<file path="src/rtl/spi_device_core_pkg.sv">
// rtl/spi_device_core_pkg.sv - shared constants and state encoding for the SPI device core
package spi_device_core_pkg;

  localparam int SPI_DEV_DATA_W = 8;

  typedef enum logic {
    SPI_DEV_IDLE   = 1'b0,
    SPI_DEV_ACTIVE = 1'b1
  } spi_dev_state_e;

endpackage

</file>
<file path="src/rtl/spi_dev_sync.sv">
// rtl/spi_dev_sync.sv - two-flop synchronizer with registered edge detect on a third stage
module spi_dev_sync (
  input  logic clk_in,
  input  logic rst,
  input  logic rst_val,
  input  logic d,
  output logic level,
  output logic rise,
  output logic fall
);

  logic s1;
  logic s2;
  logic s3;

  // Resynchronize d; rise/fall pulses line up with the updated level on s3.
  always_ff @(posedge clk_in) begin
    if (rst) begin
      s1   <= rst_val;
      s2   <= rst_val;
      s3   <= rst_val;
      rise <= 1'b0;
      fall <= 1'b0;
    end else begin
      s1   <= d;
      s2   <= s1;
      s3   <= s2;
      rise <= s2 & ~s3;
      fall <= ~s2 & s3;
    end
  end

  assign level = s3;

endmodule

</file>
<file path="src/rtl/spi_device_core.sv">
// rtl/spi_device_core.sv - SPI target shift engine with TX holding buffer and RX word register
module spi_device_core
  import spi_device_core_pkg::*;
#(
  parameter int DATA_W = SPI_DEV_DATA_W
) (
  input  logic              clk_in,
  input  logic              rst,
  input  logic              enable,
  input  logic              cpol,
  input  logic              cpha,
  input  logic              lsb_first,
  input  logic              sck_i,
  input  logic              cs_n_i,
  input  logic              mosi_i,
  output logic              miso_o,
  output logic              miso_oe,
  input  logic [DATA_W-1:0] tx_data,
  input  logic              tx_valid,
  output logic              tx_ready,
  output logic              tx_underrun,
  output logic [DATA_W-1:0] rx_data,
  output logic              rx_valid,
  input  logic              rx_ready,
  output logic              rx_overrun,
  output logic              busy
);

  localparam int CNT_W = $clog2(DATA_W);
  localparam logic [CNT_W-1:0] LAST_BIT = CNT_W'(DATA_W - 1);

  spi_dev_state_e    state;
  logic              cfg_cpol;
  logic              cfg_cpha;
  logic              cfg_lsb;
  logic [DATA_W-1:0] tx_buf;
  logic              tx_full;
  logic [DATA_W-1:0] tx_sr;
  logic [DATA_W-1:0] rx_sr;
  logic [CNT_W-1:0]  bit_cnt;
  logic              mosi_m1;
  logic              mosi_m2;

  logic sck_lvl, sck_rise, sck_fall;
  logic cs_lvl, cs_rise, cs_fall;

  spi_dev_sync u_sck_sync (
    .clk_in  (clk_in),
    .rst     (rst),
    .rst_val (cpol),
    .d       (sck_i),
    .level   (sck_lvl),
    .rise    (sck_rise),
    .fall    (sck_fall)
  );

  spi_dev_sync u_cs_sync (
    .clk_in  (clk_in),
    .rst     (rst),
    .rst_val (1'b1),
    .d       (cs_n_i),
    .level   (cs_lvl),
    .rise    (cs_rise),
    .fall    (cs_fall)
  );

  // MOSI only needs its level; two flops keep it a cycle ahead of the SCK edge pulse.
  always_ff @(posedge clk_in) begin
    if (rst) begin
      mosi_m1 <= 1'b0;
      mosi_m2 <= 1'b0;
    end else begin
      mosi_m1 <= mosi_i;
      mosi_m2 <= mosi_m1;
    end
  end

  logic              sck_edge;
  logic              lead_edge;
  logic              trail_edge;
  logic              entry;
  logic              abort;
  logic              run;
  logic              sample;
  logic              shift;
  logic              load;
  logic              tx_wr;
  logic              word_done;
  logic [DATA_W-1:0] rx_next;

  // A leading edge leaves the idle level, a trailing edge returns to it.
  assign sck_edge   = sck_rise | sck_fall;
  assign lead_edge  = sck_edge & (sck_lvl != cfg_cpol);
  assign trail_edge = sck_edge & (sck_lvl == cfg_cpol);

  assign entry  = (state == SPI_DEV_IDLE) && cs_fall && enable;
  assign abort  = (state == SPI_DEV_ACTIVE) && (cs_lvl || cs_rise || !enable);
  assign run    = (state == SPI_DEV_ACTIVE) && !abort;
  assign sample = run && (cfg_cpha ? trail_edge : lead_edge);
  assign shift  = run && (cfg_cpha ? lead_edge : trail_edge);
  // bit_cnt==0 on a shift edge means either the first shift of a cpha=1 word
  // or the shift right after a completed cpha=0 word: both are load points.
  assign load   = (entry && !cfg_cpha) || (shift && (bit_cnt == '0));
  assign tx_wr  = tx_valid && !tx_full;

  assign word_done = sample && (bit_cnt == LAST_BIT);
  assign rx_next   = cfg_lsb ? {mosi_m2, rx_sr[DATA_W-1:1]}
                             : {rx_sr[DATA_W-2:0], mosi_m2};

  // Transfer FSM with TX buffer, shift registers and RX word handshake.
  always_ff @(posedge clk_in) begin
    if (rst) begin
      state       <= SPI_DEV_IDLE;
      cfg_cpol    <= cpol;
      cfg_cpha    <= cpha;
      cfg_lsb     <= lsb_first;
      tx_buf      <= '0;
      tx_full     <= 1'b0;
      tx_sr       <= '0;
      rx_sr       <= '0;
      bit_cnt     <= '0;
      rx_data     <= '0;
      rx_valid    <= 1'b0;
      tx_underrun <= 1'b0;
      rx_overrun  <= 1'b0;
      miso_oe     <= 1'b0;
    end else begin
      tx_underrun <= 1'b0;
      rx_overrun  <= 1'b0;

      if (tx_wr) begin
        tx_buf  <= tx_data;
        tx_full <= 1'b1;
      end

      if (rx_valid && rx_ready) begin
        rx_valid <= 1'b0;
      end

      case (state)
        SPI_DEV_IDLE: begin
          miso_oe <= 1'b0;
          bit_cnt <= '0;
          if (entry) begin
            state <= SPI_DEV_ACTIVE;
            rx_sr <= '0;
          end else begin
            // Mode is frozen for the whole CS window once entry happens.
            cfg_cpol <= cpol;
            cfg_cpha <= cpha;
            cfg_lsb  <= lsb_first;
          end
        end
        SPI_DEV_ACTIVE: begin
          if (abort) begin
            state   <= SPI_DEV_IDLE;
            miso_oe <= 1'b0;
            bit_cnt <= '0;
            rx_sr   <= '0;
            tx_sr   <= '0;
          end else begin
            miso_oe <= 1'b1;
          end
        end
        default: state <= SPI_DEV_IDLE;
      endcase

      if (load) begin
        tx_sr       <= tx_full ? tx_buf : '1;
        tx_underrun <= !tx_full;
        tx_full     <= tx_wr;
      end else if (shift) begin
        tx_sr <= cfg_lsb ? (tx_sr >> 1) : (tx_sr << 1);
      end

      if (sample) begin
        rx_sr   <= rx_next;
        bit_cnt <= (bit_cnt == LAST_BIT) ? '0 : bit_cnt + 1'b1;
      end

      if (word_done) begin
        if (!rx_valid || rx_ready) begin
          rx_data  <= rx_next;
          rx_valid <= 1'b1;
        end else begin
          rx_overrun <= 1'b1;
        end
      end
    end
  end

  assign miso_o   = miso_oe & (cfg_lsb ? tx_sr[0] : tx_sr[DATA_W-1]);
  assign tx_ready = !tx_full;
  assign busy     = (state == SPI_DEV_ACTIVE);

endmodule

</file>
<file path="config.mk">
export PLATFORM = sky130hd
export DESIGN_NAME = spi_device_core
export DESIGN_NICKNAME = d
export VERILOG_FILES = /design/src/rtl/spi_device_core_pkg.sv /design/src/rtl/spi_dev_sync.sv /design/src/rtl/spi_device_core.sv
export SDC_FILE = /design/constraint.sdc
export NUM_CORES = 1
export LEC_CHECK = 0
export BUFFER_PORTS_ARGS = -buffer_cell sky130_fd_sc_hd__buf_2
export CAP_MARGIN = 0
export CORE_MARGIN = 5
export CORE_UTILIZATION = 45
export DETAILED_ROUTE_END_ITERATION = 10
export GPL_TIMING_DRIVEN = 0
export PLACE_DENSITY = 0.68
export SLEW_MARGIN = 15
export SYNTH_ARGS = -nofsm -noshare
export SYNTH_HDL_FRONTEND = slang
export SYNTH_SLANG_ARGS = --single-unit
</file>
<file path="constraint.sdc">
create_clock -name clk_in -period 1.65 [get_ports clk_in]
set_input_delay 0.33 -clock clk_in [delete_from_list [all_inputs] [get_ports clk_in]]
set_output_delay 0.33 -clock clk_in [all_outputs]
set_load 0.02 [all_outputs]
</file>
-- Yosys cells after proc, flatten, opt, wreduce, memory -nomap -nowiden
Cells that the tools add are included.
- muxes and demuxes: 39
- reductions and logical operators: 30
- add/subtract/negate cells: 1
- bitwise operators: 15
- equal/unequal tests: 7
- operators with widths (cell ; count):
    2-to-1 mux 8 bit ; 9
    2-to-1 mux 1 bit ; 23
    one-hot mux 8 bit (2 select lines) ; 1
    logical AND 1 bit ; 11
    2-to-1 mux 3 bit ; 3
    AND reduction 2 bit ; 4
    bitwise AND 1 bit ; 7
    NOT 1 bit ; 7
    one-hot mux 3 bit (2 select lines) ; 1
    nonzero test 3 bit ; 2
    zero test 1 bit ; 5
    logical OR 1 bit ; 4
    != test 2 bit, second input constant ; 2
    one-hot mux 1 bit (2 select lines) ; 2
    OR reduction 2 bit ; 2
    adder 3 x 1 -> 3 bit, second input constant ; 1
    equality test 3 bit, second input constant ; 1
    zero test 3 bit ; 1
    != test 3 x 1 -> 1 bit, second input constant ; 1
    != test 3 bit, second input constant ; 1
    nonzero test 2 bit ; 1
    equality test 1 bit ; 1
    != test 1 bit ; 1
    bitwise OR 1 bit ; 1
- output and inout port bits: 15
- register bits: 56
- logic and storage cells: 118

-- Depth between registers and ports, before layout
Gate-level depths: netlist of the first run.
- depth after elaboration: 10
- gate-level depth with buffers: 7

-- Modules after synthesis
From an unflattened synthesis of the first run, not the netlist that was laid out.
- cells, all modules: 224
- area, all modules: 2322.2 µm²
- modules (own cells, without submodules) (module ; seq. area each (µm²) ; cells each ; instances ; area each (µm²)):
    spi_device_core ; 950.9 ; 204 ; 1 ; 2024.4
    spi_dev_sync ; 100.1 ; 10 ; 2 ; 148.9

-- Worst setup path after synthesis of the first run
Ideal clock, no wire load.
- kind: register -> register
- from: register state, in the netlist busy
- to: register tx_sr[0]
- cell stages (with the launch flop): 5
- data required time: 1531 ps
- setup time: 119 ps
- clock period less this slack: 1577 ps
- arrival time: 1459 ps
- path buffers: 0
- slack: 73 ps
- cell sequence: dfxtp_1 and4bb_2 a41oi_2 or2b_1 o221a_1
- cells in the longest elaborated chain, start to end: 8
- elaborated cells on any way between the ends: 15
- ends and longest elaborated chain (what ; line ; RTL):
    start: declaration ; spi_device_core.sv:32 ; spi_dev_state_e state;
    start signal: assignment ; spi_device_core.sv:113 ; state <= SPI_DEV_IDLE;
    start signal: assignment ; spi_device_core.sv:145 ; state <= SPI_DEV_ACTIVE;
    start signal: assignment ; spi_device_core.sv:156 ; state <= SPI_DEV_IDLE;
    logical AND 1 bit ; spi_device_core.sv:97 ; assign abort = (state == SPI_DEV_ACTIVE) && (cs_lvl || cs_rise || !enable);
    zero test 1 bit ; spi_device_core.sv:98 ; assign run = (state == SPI_DEV_ACTIVE) && !abort;
    logical AND 1 bit ; spi_device_core.sv:98 ;
    logical AND 1 bit ; spi_device_core.sv:100 ; assign shift = run && (cfg_cpha ? lead_edge : trail_edge);
    logical AND 1 bit ; spi_device_core.sv:103 ; assign load = (entry && !cfg_cpha) || (shift && (bit_cnt == '0));
    logical OR 1 bit ; spi_device_core.sv:103 ;
    nonzero test 3 bit (no line) ; n/a ;
    AND reduction 2 bit (no line) ; n/a ;
    end signal: assignment ; spi_device_core.sv:169 ; tx_sr <= tx_full ? tx_buf : '1;
    end signal: assignment ; spi_device_core.sv:173 ; tx_sr <= cfg_lsb ? (tx_sr >> 1) : (tx_sr << 1);
    end: declaration ; spi_device_core.sv:38 ; logic [DATA_W-1:0] tx_sr;
Parallel ways exist; a longest one is shown, timed or not.
A chain may end at the register's enable or synchronous reset.

-- Worst setup path after layout of the first run
- from: register cfg_cpha
- to: register rx_data[2]
- cells in the longest elaborated chain, start to end: 4
- ends and longest elaborated chain (what ; line ; RTL):
    start: declaration ; spi_device_core.sv:34 ; logic cfg_cpha;
    start signal: assignment ; spi_device_core.sv:115 ; cfg_cpha <= cpha;
    start signal: assignment ; spi_device_core.sv:150 ; cfg_cpha <= cpha;
    2-to-1 mux 1 bit ; spi_device_core.sv:99 ; assign sample = run && (cfg_cpha ? trail_edge : lead_edge);
    logical AND 1 bit ; spi_device_core.sv:99 ;
    logical AND 1 bit ; spi_device_core.sv:106 ; assign word_done = sample && (bit_cnt == LAST_BIT);
    AND reduction 2 bit (no line) ; n/a ;
    end signal: assignment ; spi_device_core.sv:183 ; rx_data <= rx_next;
    end: declaration ; spi_device_core.sv:22 ; output logic [DATA_W-1:0] rx_data,
No other way between the ends.

==> results of run 1 <==
[cell usage in the layout, fill, tap and decap left out, types with 6 or more instances in the layout]
master	n
buf_4	6
o221a_1	7
a21oi_1	24
dfxtp_1	52
buf_2	34
clkbuf_8	7
nand2_1	28
mux2i_1	9
nor3_1	8
nor2_1	8
inv_1	9
[kinds of logic (layout without fill, tap and decap cells)]
| group | count (synthesis) | after routing | share of synthesized area |
|---|---|---|---|
| simple gates | 78 | 78 | 0.1789 |
| buf+inv | 20 | 66 | 0.03852 |
| compound gates | 54 | 54 | 0.1701 |
| flops | 56 | 56 | 0.5063 |
| mux | 15 | 15 | 0.06879 |
| fa+ha+maj | 3 | 3 | 0.01651 |
| xor+xnor | 2 | 2 | 0.02091 |
[metrics by stage]
| stage | setup WS [ps] | hold slack, ps | util |
|---|---|---|---|
| 6_report | -7.495 | 197.7 | 0.5839 |
| 5_1_grt | -103.7 | 174.6 | 0.5839 |
| 4_1_cts | -60.47 | 186.0 | 0.5644 |
| 3_5_place_dp | -78.67 | 403.5 | 0.5236 |
| 3_3_place_gp | -47.59 | 406.2 | 0.5236 |
| 2_1_floorplan | 72.52 | 389.5 | - |
[area by class of cell]
class,count,area (um^2),share of cell area
Tap cell,67,83.83,0.02980
Inverter,9,33.78,0.01201
Clock inverter,1,30.03,0.01068
Sequential cell,56,1152,0.4097
Timing Repair Buffer,39,230.2,0.08185
Multi-Input combinational cell,152,1119,0.3977
Buffer,10,67.56,0.02402
Clock buffer,7,96.34,0.03425
[report_power, final]
part	internal (uW)	total (uW)	switching, uW
Clock	536	948	412
Sequential	1400	1430	25.2
Combinational	101	210	109
[flip-flops by register name, indices dropped and copies added, names as in the netlist, 3 cells and up]
signal	count
tx_buf	8
rx_sr	8
tx_sr	8
rx_data	8
bit_cnt	3
[timing repair]
item	4_1_cts	5_1_grt
setup endpoints to repair	16	22
gates cloned	0	1
setup buffers	3	2
hold endpoints to repair	0	0
resized for setup	11	19
pin swaps	2	18
[critical path, cell delays in order, from the launching register on]
cell and delay [ps]:
edfxtp_1 450, xor3_2 470, and4_4 270, buf_8 130, a21oi_2 40, a311oi_1 200
[worst max-delay path by stage]
stage | start | end | cells after the start
after floorplan | busy$_SDFF_PP0_ | tx_sr[0]$_SDFFE_PP0P_ | 4
after global placement | cfg_cpol$_DFFE_PP_ | tx_sr[4]$_SDFFE_PP0P_ | 4
after detailed placement | cfg_cpol$_DFFE_PP_ | tx_sr[7]$_SDFFE_PP0P_ | 4
after CTS | cfg_cpol$_DFFE_PP_ | tx_sr[7]$_SDFFE_PP0P_ | 4
after global routing | cfg_lsb$_DFFE_PP_ | miso_o | 4
final | cfg_cpha$_DFFE_PP_ | rx_data[2]$_SDFFE_PP0P_ | 5
[synthesized netlist by cell type (all sizes together)]
library cell	n
and2b	1
or2b	1
and4	1
and2	1
nand2b	3
nor2	9
inv	9
and4b	1
ha	3
and4bb	1
buf	6
nand4	1
nor3	8
nor2b	4
a41oi	1
o2bb2ai	4
a311oi	3
o221a	7
xnor3	1
and3	1
a21oi	29
a22o	5
or2	5
edfxtp	3
o21ai	3
nor4bb	1
clkbuf	5
a211oi	1
or3	1
xor3	1
nor3b	7
a2111oi	1
nand3	3
mux2i	10
nand2	29
mux2	5
dfxtp	53
[routing by layer]
metal,track usage,vias up,part of all wire
met4,0.04561,0,0.014
met1,0.1979,813,0.48
li1,-,903,-
met5,0,-,0
met3,0.02993,6,0.034
met2,0.2619,38,0.47
==> impl_metrics.tcl, run 1 <==
set metrics [dict create \
    htree_levels 2 \
    root_buffer "clkbuf_8" \
    cp.arrival_ps 1860 \
    finalSetupTns_ps -11.11 \
    holdPathStages 1 \
    synth_cell_type_count 42 \
    fin_nets 295 \
    die_w_um 81.08 \
    slew_violations 0 \
    cts_sinks 56 \
    powerDensity_nw_per_um2 918.6 \
    placed_cells 328 \
    numPortBuffers 33 \
    ctsHoldBuffers 0 \
    holdCritStartpoint "lsb_first" \
    cts_buffer_depth 2 \
    r2r_start "cfg_cpha$_DFFE_PP_" \
    final_cells 341 \
    grt_pass1_vias 1688 \
    r2r.worst_path.cells 5 \
    start_util 0.4719 \
    critPathMaxFanout 5 \
    wire_per_inst_um 14.02 \
    synthesis.area_um2 2273 \
    syn_inst 228 \
    finalPower_uw 2584 \
    final_antenna_net_count 0 \
    cts_inserted_buffers 5 \
    yosysTopAreaCellShare 0.4667 \
    design.core.area_um2 4817 \
    area_delta_synth_final_pct 23.72 \
    min_period_ps 1657 \
    grt_overflow_total 0 \
    fin_worst_skew_ps 9.622 \
    antenna_cells 0 \
    outcome "finished, violations left" \
    antenna_found_initial 0 \
    avgSynthCellArea_um2 9.971 \
    ir_worst_vdd_mv 0.4959 \
    rsz0062_at_grt "true" \
    grt_use_total 0.1541 \
    place_area_um2 2522 \
    clk_pin_slew_worst_paths_ps 100 \
    ys_seq_area_frac 0.5063 \
    num_vias 1760 \
    end_kind "flip-flop" \
    crit_type "reg2reg" \
    setup_violations 3 \
    worst_pin_slew_ps 646.0 \
    place_hpwl_mm 3.312 \
    firstDrtPassIters 4 \
    drc 0 \
    cts_tree "built" \
    globalplace.congestion 0.7826 \
    synth.largest_area_cell "dfxtp_1" \
    r2r-end "rx_data[2]$_SDFFE_PP0P_" \
    final_hold_viol_count 0 \
    cp-start-kind "flip-flop" \
    maxSlewHeadroom 0.5664 \
    r2r_setup_slack_ps -7 \
    fp-row-count 25 \
    grt_pass1_wl_mm 7.803 \
    dieArea_um2 6573 \
    p_leak_uw 0.001161 \
    synth_area_leaders "dfxtp_1, a21oi_1, nand2_1, mux2i_1, edfxtp_1" \
    insertion_delay_ps 300 \
    cap_viol_max_count 0 \
    violations "negative setup slack" \
    hp-class "in2reg" \
    critPathRequiredTime_ps 1850 \
    ios 34 \
    vias_per_cell 5.161 \
    period_share 1.005 \
    max_freq_mhz 603.3 \
    yosys_warnings 0 \
    hold-path-endpoint "cfg_lsb$_DFFE_PP_" \
    fillers 464 \
    routed_wl_mm 4.780 \
    drive_gt1_frac 0.3066 \
    final_area_um2 2813 \
    synth_nets 250 \
    fin_ws_ps -7.495 \
    grt_max_degree 17 \
    die_h_um 81.08 \
    yosys_register_bits 56 \
    drt-initial-drc-count 45 \
]
No activity file was read; power rests on OpenSTA's default activity.
==> run 2: changes to the inputs <==
Settings changed: CORE_MARGIN 5 to default, PLACE_DENSITY 0.68 to default, PLACE_DENSITY_LB_ADDON from default to 0.08.
==> run 2 against run 1 <==
  * Worst setup slack worse by 2.2 ps
  * Combinational power about the same
  * Sequential power about the same
  * Largest power group unchanged
  * The run still ends with negative setup slack left
  * Clock power down 22%
==> impl_metrics.tcl, run 2 (synthesized netlist as in run 1, its figures left out) <==
set metrics [dict create \
    outcome "finished, violations left" \
    violations "negative setup slack" \
    ir_worst_vdd_mv 0.4977 \
    clk_pin_slew_worst_paths_ps 100 \
    max_freq_mhz 602.5 \
    drc 0 \
    cap_viol_max_count 0 \
    finalPower_uw 2375 \
    grt_use_total 0.1817 \
    fin_ws_ps -9.696 \
    end_kind "primary output" \
    final_hold_viol_count 0 \
    r2r_setup_slack_ps 30 \
    cts_buffer_depth 2 \
    crit_start "cfg_lsb$_DFFE_PP_" \
    maxSlewHeadroom 0.5013 \
    holdWs_ps 187.3 \
    fin_nets 297 \
    cts_sinks 56 \
    dieArea_um2 5340 \
    antenna_found_initial 0 \
    place_area_um2 2522 \
    final_cell_mix "dfxtp_1, buf_2, nand2_1" \
    area_delta_synth_final_pct 22.67 \
    final_antenna_net_count 0 \
    wire_per_inst_um 13.25 \
    die_h_um 73.08 \
    routed_wl_mm 4.546 \
    rsz0062_at_grt "true" \
    hp-class "in2reg" \
    cp.arrival_ps 1330 \
    r2r_start "cfg_cpha$_DFFE_PP_" \
    routed.top_layer "met4" \
    die_w_um 73.08 \
    wirelength_met1_mm 2.186 \
    grt_pass1_wl_mm 7.210 \
    start_util 0.4750 \
    insertion_delay_ps 310 \
    holdCritStartpoint "lsb_first" \
    cp-start-kind "flip-flop" \
    r2r.worst_path.cells 5 \
    final_area_um2 2789 \
    finalSetupTns_ps -9.696 \
    slew_violations 0 \
    grt_pass1_vias 1563 \
    firstDrtPassIters 4 \
    period_share 1.006 \
    place_hpwl_mm 3.296 \
    p_leak_uw 0.001148 \
    fin_worst_skew_ps 9.959 \
    met2_length_mm 2.157 \
    fp-row-count 25 \
    worst_pin_slew_ps 743.1 \
    r2r-end "rx_data[1]$_SDFFE_PP0P_" \
    critPathRequiredTime_ps 1320 \
    final_common_cell "dfxtp_1" \
    grt_overflow_total 0 \
    cts_inserted_buffers 5 \
    grt_max_degree 18 \
    wl_met3_um 141 \
    design.core.area_um2 4786 \
    min_period_ps 1660 \
    ios 34 \
    critPathCapture "miso_o" \
    crit_type "reg2out" \
    vias_per_cell 5.137 \
    drive_gt1_frac 0.3225 \
    htree_levels 2 \
    num_vias 1762 \
    root_buffer "clkbuf_8" \
    numPortBuffers 33 \
    setup_violations 1 \
    globalplace.congestion 0.7379 \
    critPathMaxFanout 2 \
    antenna_cells 0 \
    cts_tree "built" \
    drt-initial-drc-count 49 \
    powerDensity_nw_per_um2 851.5 \
]
run 2: cell types whose count changed in the layout (fill, tap and decap cells not counted), moves of 2 or more:
cell and delta:
clkinv_2 +2, buf_4 +4, clkbuf_8 -2, a21oi_2 +2, a21oi_1 -2
run 2: worst min-delay path by stage:
stage	endpoint	slack, ps	depth (start not counted)
CTS	cfg_lsb$_DFFE_PP_	180	1
global route	u_cs_sync.s1$_SDFF_PP1_	180	2
detailed placement	u_cs_sync.s2$_SDFF_PP1_	400	1
finish	cfg_lsb$_DFFE_PP_	190	1
floorplan	u_cs_sync.s2$_SDFF_PP1_	390	1
global placement	u_sck_sync.fall$_SDFF_PP0_	400	1
run 2: worst max-delay path, cell delays in order, from the launching register on:
cell	delay [ps]
edfxtp_1	460
buf_12	160
mux2i_2	180
nor2b_1	60
buf_4	150
run 2: area by class of cell:
| cell class | count | area, um^2 |
|---|---|---|
| Timing Repair Buffer | 41 | 227.7 |
| Buffer | 10 | 66.31 |
| Fill cell | 447 | 1997 |
| Tap cell | 67 | 83.83 |
| Inverter | 9 | 33.78 |
| Clock buffer | 5 | 68.82 |
| Multi-Input combinational cell | 152 | 1136 |
| Sequential cell | 56 | 1154 |
| Clock inverter | 3 | 18.77 |
run 2: power breakdown:
part / internal (uW) / switching, uW / total, uW
combinational: 103 / 108 / 212
sequential: 1400 / 25.6 / 1430
clock: 297 / 440 / 737
run 2: repair_timing:
| action | in CTS | in global routing |
|---|---|---|
| pin swaps | 1 | 22 |
| buffers inserted | 3 | 4 |
| hold buffers | 0 | 0 |
| setup endpoints to repair | 9 | 25 |
| gates resized for setup | 11 | 25 |
| cloned | 0 | 1 |
run 2: layer usage:
| metal | GRT usage | vias up |
|---|---|---|
| met2 | 0.3086 | 31 |
| met1 | 0.2188 | 810 |
| met4 | 0.07843 | 0 |
| li1 | - | 916 |
| met3 | 0.04282 | 5 |
| met5 | 0 | - |
run 2: metrics by stage:
step / util / instances / setup slack (ps)
5_1_grt: 0.5827 / 343 / -88.19
4_1_cts: 0.5590 / 339 / -71.25
3_5_place_dp: 0.5271 / 328 / -94.03
2_1_floorplan: - / 228 / 72.52
3_3_place_gp: 0.5271 / 328 / -69.29
6_report: 0.5827 / 343 / -9.696
==> run 3: changes to the inputs <==
==> constraint.sdc (replaced) <==
create_clock -name clk_in -period 1.65 [get_ports clk_in]
set_input_delay 0 -clock clk_in [delete_from_list [all_inputs] [get_ports clk_in]]
set_output_delay 0 -clock clk_in [all_outputs]
set_load 0.02 [all_outputs]
==> run 3 against run 2 <==
  * The run now ends clean
  * Largest power group unchanged
  * Clock power grew 0.8%
  * Total power increased by 0.56%
  * Largest cell class unchanged
  * Design area increased by 1.3%
  * Sequential cell count stayed put
  * Critical path depth unchanged
  * Core utilization increased by 0.73 points
  * Combinational power grew 4%
  * Register-to-register slack is essentially flat
  * Non-clock buffer count rose by 10
==> impl_metrics.tcl, run 3 (synthesized netlist as in run 1, its figures left out) <==
set metrics [dict create \
    p_clk_frac 0.311 \
    fin_ws_ps 28.54 \
    fin_worst_skew_ps 9.361 \
    seqPwrFrac 0.597 \
    critPathRequiredTime_ps 1860 \
    final_area_um2 2824 \
    ir_worst_vdd_mv 0.4997 \
    max_freq_mhz 616.7 \
    switching_power_uw 578.7 \
    dieArea_um2 5340 \
    final_cell_mix "dfxtp_1, buf_2, nand2_1" \
    htree_levels 2 \
    routed.top_layer "met4" \
    switching_share 0.2423 \
    slew_violations 0 \
    wl_met3_um 154 \
    end_kind "flip-flop" \
    combPwrFrac 0.092 \
    design.core.area_um2 4786 \
    grt_max_degree 18 \
    crit_type "reg2reg" \
    worst_pin_slew_ps 590.5 \
    cp.arrival_ps 1830 \
    cts_tree "built" \
    firstDrtPassIters 4 \
    seq_area_um2 1154 \
    cts_inserted_buffers 5 \
    die_w_um 73.08 \
    grt_overflow_total 0 \
    wire_per_inst_um 13.26 \
    cp-start-kind "flip-flop" \
    multiInputGateArea_um2 1072 \
    rsz0062_at_grt "true" \
    hp-class "in2reg" \
    root_buffer "clkbuf_8" \
    numPortBuffers 33 \
    r2r.worst_path.cells 4 \
    ios 34 \
    pre_cts_ws_ps -94.03 \
    vias_per_cell 5.048 \
    final_antenna_net_count 0 \
    insertion_delay_ps 310 \
    antenna_cells 0 \
    holdCritStartpoint "rst" \
    outcome "finished clean" \
    powerDensity_nw_per_um2 845.6 \
    antenna_found_initial 0 \
    clk_pin_slew_worst_paths_ps 100 \
    num_vias 1782 \
    place_area_um2 2522 \
    grt_use_total 0.1888 \
    maxSlewHeadroom 0.6037 \
    met2_length_mm 2.238 \
    routed_wl_mm 4.680 \
    r2r_setup_slack_ps 30 \
    fin_nets 307 \
    r2r_start "cfg_cpol$_DFFE_PP_" \
    final_hold_viol_count 0 \
    r2r-end "tx_sr[1]$_SDFFE_PP0P_" \
    fillers 448 \
    final_common_cell "dfxtp_1" \
    cap_viol_max_count 0 \
    drt-initial-drc-count 45 \
    period_share 0.9827 \
    cts_sinks 56 \
    critPathMaxFanout 7 \
    place_hpwl_mm 3.296 \
    grt_pass1_wl_mm 7.500 \
    start_util 0.4750 \
    globalplace.congestion 0.7379 \
    crit_start "cfg_cpol$_DFFE_PP_" \
    p_leak_uw 0.001164 \
    drive_gt1_frac 0.2517 \
    grt_pass1_vias 1644 \
    fin_util 0.5901 \
    critPathCapture "tx_sr[1]$_SDFFE_PP0P_" \
    cts_buffer_depth 2 \
    die_h_um 73.08 \
    drc 0 \
    area_delta_synth_final_pct 24.22 \
    setup_violations 0 \
    fp-row-count 25 \
    wirelength_met1_mm 2.221 \
    p_int_uw 1809 \
    min_period_ps 1621 \
]
==> run 3: cell types whose count changed in the layout (fill, tap and decap cells not counted), moves of 3 or more <==
cell           before  now
nor3b_1             2    6
nor3b_2             4    1
a21oi_1            22   27
buf_4              10    3
dlygate4sd3_1       0   14
a21oi_2             7    2
==> run 3: per-stage QoR <==
stage	hold slack (ps)	setup TNS, ps	power (uW)	cells
floorplan	98.87	0	1581	228
global placement	176.7	-467.4	1639	328
detailed placement	180.5	-628.2	1641	328
CTS	41.65	0	2399	351
global route	54.02	-290.0	2495	353
finish	45.07	0	2388	353
==> run 3: routing by layer <==
layer	track usage	up-vias
li1	-	933
met4	0.07843	0
met5	0	-
met2	0.3313	36
met1	0.2205	807
met3	0.04282	6
==> run 3: power groups by stage <==
| stage | sequential, uW | clock [uW] | combinational, uW |
|---|---|---|---|
| final | 1430 | 743 | 220 |
| after global routing | 1430 | 821 | 243 |
| after floorplan | 1450 | 0 | 132 |
| after global placement | 1460 | 0 | 184 |
| after CTS | 1420 | 761 | 213 |
| after detailed placement | 1460 | 0 | 185 |
==> run 3: area by class of cell <==
class	count	share of cell area
sequential	56	0.4085
multi-input combinational	152	0.3797
timing repair buffer	50	0.1161
tap	67	0.02969
clock buffer	5	0.02437
buffer	11	0.02304
inverter	9	0.01196
clock inverter	3	0.006646
==> run 3: worst min path at each step <==
| stage | endpoint | slack, ps | cells after the start |
|---|---|---|---|
| final | busy$_SDFF_PP0_ | 50 | 3 |
| after global routing | busy$_SDFF_PP0_ | 50 | 3 |
| after CTS | busy$_SDFF_PP0_ | 40 | 3 |
| after detailed placement | cfg_lsb$_DFFE_PP_ | 180 | 1 |
| after global placement | cfg_cpha$_DFFE_PP_ | 180 | 1 |
| after floorplan | cfg_cpha$_DFFE_PP_ | 100 | 0 |
==> run 3: critical path: stages (launching register included) <==
cell,delay [ps]
edfxtp_1,400
xnor3_1,440
a41oi_2,140
or2b_4,310
o221a_1,220
==> run 3: what timing repair did <==
action                                  CTS  global route
hold buffers                             14             0
pin swaps                                 1             8
gates resized for setup                   4            11
cloned                                    0             1
endpoints found under the hold margin    16             0
setup buffers                             1             1
endpoints found under the setup margin    9            25
